<file path="src/rtl/pads_in_cond.sv">
// -----------------------------------------------------------------------------
// pads_in_cond
//
// Conditions the raw core-side inputs from the input pad ring before the SoC
// uses them:
//   - buttons: SYNC_STAGES-flop synchroniser, per-bit debounce FSM, and
//     one-cycle press/release pulses on each accepted level change
//   - UART RX and SPI MISO: SYNC_STAGES-flop synchroniser only, no filtering
//
// Ports
//   clk            core clock (pad-ring clk_core)
//   rst_n          asynchronous active-low reset
//   btn_core       raw buttons from the pads (asynchronous, active-high)
//   uart_sin_core  raw UART RX from the pad (asynchronous, idles high)
//   spi_miso_core  raw SPI MISO from the pad (asynchronous)
//   btn_level      debounced button level
//   btn_press      one-cycle pulse on an accepted 0->1 transition
//   btn_release    one-cycle pulse on an accepted 1->0 transition
//   uart_sin_sync  synchronised UART RX
//   spi_miso_sync  synchronised SPI MISO
//
// Every output is driven directly by a flop; no input reaches an output
// through combinational logic.
// -----------------------------------------------------------------------------
module pads_in_cond #(
  parameter int BTN_W           = 4,
  parameter int SYNC_STAGES     = 2,
  parameter int DEBOUNCE_CYCLES = 50000,
  parameter int CNT_W           = $clog2(DEBOUNCE_CYCLES)
) (
  input  logic             clk,
  input  logic             rst_n,
  input  logic [BTN_W-1:0] btn_core,
  input  logic             uart_sin_core,
  input  logic             spi_miso_core,
  output logic [BTN_W-1:0] btn_level,
  output logic [BTN_W-1:0] btn_press,
  output logic [BTN_W-1:0] btn_release,
  output logic             uart_sin_sync,
  output logic             spi_miso_sync
);

  typedef enum logic {
    STABLE = 1'b0,
    CHECK  = 1'b1
  } state_t;

  // Last count value before a pending level is accepted.
  localparam logic [CNT_W-1:0] CNT_CAP = CNT_W'(DEBOUNCE_CYCLES - 1);

  // True once the candidate level has been held long enough.
  function automatic logic cnt_at_cap(input logic [CNT_W-1:0] c);
    return (c == CNT_CAP);
  endfunction

  // Saturating increment: the counter never wraps past its cap.
  function automatic logic [CNT_W-1:0] cnt_inc_sat(input logic [CNT_W-1:0] c);
    return cnt_at_cap(c) ? c : c + CNT_W'(1);
  endfunction

  // ---------------------------------------------------------------------------
  // Synchroniser stage: plain shift chains, element 0 samples the pad.
  // ---------------------------------------------------------------------------
  logic [BTN_W-1:0]       btn_chain [SYNC_STAGES];
  logic [SYNC_STAGES-1:0] uart_chain;
  logic [SYNC_STAGES-1:0] spi_chain;
  logic [BTN_W-1:0]       btn_sync;

  always_ff @(posedge clk or negedge rst_n) begin
    if (!rst_n) begin
      for (int i = 0; i < SYNC_STAGES; i++) begin
        btn_chain[i] <= '0;
      end
      // UART line idles high, so reset the chain to the idle level to avoid
      // presenting a false start bit to the receiver.
      uart_chain <= '1;
      spi_chain  <= '0;
    end else begin
      btn_chain[0] <= btn_core;
      for (int i = 1; i < SYNC_STAGES; i++) begin
        btn_chain[i] <= btn_chain[i-1];
      end
      uart_chain <= {uart_chain[SYNC_STAGES-2:0], uart_sin_core};
      spi_chain  <= {spi_chain[SYNC_STAGES-2:0], spi_miso_core};
    end
  end

  assign btn_sync      = btn_chain[SYNC_STAGES-1];
  assign uart_sin_sync = uart_chain[SYNC_STAGES-1];
  assign spi_miso_sync = spi_chain[SYNC_STAGES-1];

  // ---------------------------------------------------------------------------
  // Debounce stage: one independent STABLE/CHECK FSM per button bit.
  // ---------------------------------------------------------------------------
  state_t           state_q [BTN_W];
  state_t           state_d [BTN_W];
  logic [CNT_W-1:0] cnt_q   [BTN_W];
  logic [CNT_W-1:0] cnt_d   [BTN_W];
  logic [BTN_W-1:0] level_d;
  logic [BTN_W-1:0] press_d;
  logic [BTN_W-1:0] release_d;

  always_comb begin
    level_d   = btn_level;
    press_d   = '0;
    release_d = '0;
    for (int i = 0; i < BTN_W; i++) begin
      state_d[i] = state_q[i];
      cnt_d[i]   = cnt_q[i];
      case (state_q[i])
        STABLE: begin
          if (btn_sync[i] != btn_level[i]) begin
            state_d[i] = CHECK;
            cnt_d[i]   = '0;
          end
        end
        CHECK: begin
          if (btn_sync[i] == btn_level[i]) begin
            // Bounced back to the accepted level: drop the candidate quietly.
            state_d[i] = STABLE;
            cnt_d[i]   = '0;
          end else if (cnt_at_cap(cnt_q[i])) begin
            level_d[i]   = btn_sync[i];
            press_d[i]   = btn_sync[i];
            release_d[i] = ~btn_sync[i];
            state_d[i]   = STABLE;
            cnt_d[i]     = '0;
          end else begin
            cnt_d[i] = cnt_inc_sat(cnt_q[i]);
          end
        end
        default: begin
          state_d[i] = STABLE;
          cnt_d[i]   = '0;
        end
      endcase
    end
  end

  // ---------------------------------------------------------------------------
  // Output stage: FSM state plus registered level and pulses.
  // ---------------------------------------------------------------------------
  always_ff @(posedge clk or negedge rst_n) begin
    if (!rst_n) begin
      for (int i = 0; i < BTN_W; i++) begin
        state_q[i] <= STABLE;
        cnt_q[i]   <= '0;
      end
      btn_level   <= '0;
      btn_press   <= '0;
      btn_release <= '0;
    end else begin
      for (int i = 0; i < BTN_W; i++) begin
        state_q[i] <= state_d[i];
        cnt_q[i]   <= cnt_d[i];
      end
      btn_level   <= level_d;
      btn_press   <= press_d;
      btn_release <= release_d;
    end
  end

endmodule
</file>
<file path="config.mk">
export PLATFORM = sky130hd
export DESIGN_NAME = pads_in_cond
export DESIGN_NICKNAME = d
export VERILOG_FILES = /design/src/rtl/pads_in_cond.sv
export SDC_FILE = /design/constraint.sdc
export NUM_CORES = 1
export LEC_CHECK = 0
export ABC_CLOCK_PERIOD_IN_PS = 2100
export CAP_MARGIN = 20
export CORE_ASPECT_RATIO = 0.6
export CORE_UTILIZATION = 45
export DETAILED_ROUTE_END_ITERATION = 16
export PLACE_DENSITY_LB_ADDON = 0.2
export SYNTH_ARGS = -nofsm -noshare
export SYNTH_HDL_FRONTEND = slang
export SYNTH_SLANG_ARGS = --single-unit
</file>
<file path="constraint.sdc">
create_clock -name clk -period 2.1 [get_ports clk]
set_input_delay 0.525 -clock clk [delete_from_list [all_inputs] [get_ports clk]]
set_output_delay 0.525 -clock clk [all_outputs]
set_load 0.05 [all_outputs]
</file>
==> results.md <==
- Status: completed
- Synthesized area: 4570 sq um
- Final core utilization: 54.5%
- DR iter-0 viols: 393
- Achievable frequency: 492 MHz
- First-pass GRT wire length: 17600 um
- Fin crit share: 96.8%
- Yosys warnings: 0
- All-Layer GR Usage: 21.2%
- Fin. max-slew vios: 0
- Bufs and invs on worst path: 1
- Power Dens Cells: 689 nW/um^2
- Sequence of cells on the critical path: clkdlybuf4s50_1
- Post-synth cell types: 55
- Slew margin rel.: 55.4%
- Crit Path Class: reg -> out
- TritonCTS Sinks: 92
- Critical-path top delay cell: clkdlybuf4s50_1
- Final hold slack: 0.107 ns
- Worst Path Max Fanout: 1
- Top cell type by total area after synthesis: dfrtp_1
- Synth area leaders: dfrtp_1 49%, nand2_1 4.0%, nand3_1 3.9%
- Layout cells sized above 1: 13.4%
- Max Cap Viol: 0
- Via-per-instance ratio: 5.91
- CTS tree: built
- CTS buffer count: 9
- Vias in the first global route: 3462
- Final Total Pwr: 0.00370 W
- Skew-Pair Late Insertion Delay: 0.35 ns
- Cells after DPL: 632
- Hold_buf cts: 0
- Core ar.: 9840 sq um
- FFs w/ async S/R, synth: 100%
- Worst setup EP type: output port
- Area Overhead vs Synth: 17.5%
- CTS Buffer Depth: 2
- RSZ-0062 raised after global routing: no
- Worst-margin pin slew: 0.663 ns
- ANT nets after route: 0
- Drt drc: 0
- Fin crit period: 2.03 ns
- GR Overflow Total: 0
- Hold Vio Cnt, Final: 0
- Post-synth EDFFs: 0
- Top cell type's share of synthesized area: 49.3%
- Detailed Route WL: 10100 um
- Hold Path Class: in -> async
- Slowest cell delay on critical path: 0.81 ns
- Placer congestion estimate: 0.945
- Largest net degree at the start of global routing: 44
- Initial antenna violation count: 0
- Routed vias: 3838
- Clock-pin slew on the worst setup and hold paths: 0.07 ns
- Non-filler instance count after layout: 649
- Most frequent cell after synthesis: dfrtp_1
- Die Wd: 132 um
- Initial core utilization: 46.4%
- Yosys reg bits: 92
- Total Nets Final: 521
- Area of the multi-input gates: 2120 sq um
- Data arrival, critical path: 1.51 ns
- Worst Skew: 0.00899 ns
- PortBufs: 21
- Most common library cells after synthesis: 90 x dfrtp_1, 49 x nand2_1, 36 x nand3_1
- Worst Path Required: 1.57 ns
- CP top delay family: buffers and inverters
- Final setup violation count: 0
- Fill count: 848
- Max H-tree Level: 3
- Setup TNS: 0 ns
- Full die area: 10600 sq um
- FP Rows: 28
- Net Count, Synth: 483
- Synth Instances: 471
- Mean Syn Cell Area: 9.70 sq um
- Startpoint class of the critical path: flop
- Die Height: 80.0 um
- Pre-antenna DRT Iters: 5
- Seq/Total Area, Yosys: 50.5%
- Lkg Pwr: 2.33 nW
- Register area: 2300 sq um
- Wire per inst: 15.6 um
- Root Buffer: clkbuf_16
- IO Count: 22
- DP Wirelength: 6960 um
- Worst IR Drop VDD: 0.496 mV
- Main synth FF type: dfrtp_1
- ANT cells: 0
sequential cells by signal, summed over array words and instances, names as in the netlist:
signal       flops
cnt_q           64
btn_chain        4
btn_level        4
btn_press        4
btn_release      4
btn_sync         4
state_q          4
spi_chain        2
uart_chain       2
through the flow:
step / worst slack (ns) / cell area [sq um]
6_report: 0.0675 / 5370
5_1_grt: 0.00850 / 5370
4_1_cts: 0.0537 / 5350
3_5_place_dp: 0.110 / 5050
3_3_place_gp: 0.162 / 5050
2_1_floorplan: 0.0858 / 4570
kinds of logic (layout without fill, tap and decap cells):
group | Yosys count | count (layout) | synth area share [%]
compound gates | 114 | 114 | 15.8
xor+xnor | 4 | 4 | 0.931
fa+ha+maj | 4 | 4 | 1.10
buf+inv | 33 | 76 | 3.31
flops | 92 | 92 | 50.5
mux | 8 | 8 | 1.89
simple gates | 216 | 216 | 26.5
power breakdown:
group | switching (W) | total, W | internal [W] | leakage [nW]
registers | 0.0000257 | 0.00183 | 0.00180 | 1.24
logic | 0.000132 | 0.000209 | 0.0000768 | 0.941
clock network | 0.000679 | 0.00166 | 0.000984 | 0.149
layout by cell type (no fill, tap or decap), types with 12 or more instances in the layout:
master and instances:
clkdlybuf4s50_1 15, a31oi_1 27, o21ai_0 25, buf_4 29
nand3_1 35, inv_1 12, nand2_1 49, a21oi_1 25
dfrtp_1 90, and3_1 12, nor2_1 26
final timing paths:
kind	from	end	slack [ns]	cells after the start
min in group clk	btn_chain[5]	btn_sync[1]	0.35	0
worst min register to register	btn_chain[5]	btn_sync[1]	0.35	0
worst min-delay path	rst_n	cnt_q[37]	0.11	1
worst max-delay path	btn_release[2]	btn_release[2]	0.07	1
max in group asynchronous	rst_n	uart_chain[0]	1.41	2
worst max register to register	cnt_q[16]	cnt_q[30]	0.11	6
layout make-up:
| class | instances | share of cell area [%] |
|---|---|---|
| Clock buffer | 12 | 4.78 |
| Clock inverter | 4 | 0.886 |
| Inverter | 12 | 0.839 |
| Multi-Input combinational cell | 346 | 39.5 |
| Sequential cell | 92 | 42.9 |
| Tap cell | 135 | 3.15 |
| Timing Repair Buffer | 48 | 7.92 |
metal layers:
layer / vias to the layer above / global-route usage, % / routed length, um
met5: - / 0 / 0
met4: 0 / 6.74 / 147
met3: 18 / 5.33 / 567
met2: 108 / 29.3 / 4110
met1: 1868 / 31.9 / 5310
li1: 1844 / - / -
repair_timing:
action / 4_1_cts / 5_1_grt
setup endpoints to repair: 2 / 2
buffers inserted: 0 / 1
pin swaps: 0 / 0
resized for setup: 2 / 3
Power figures use the tool's default switching activity.
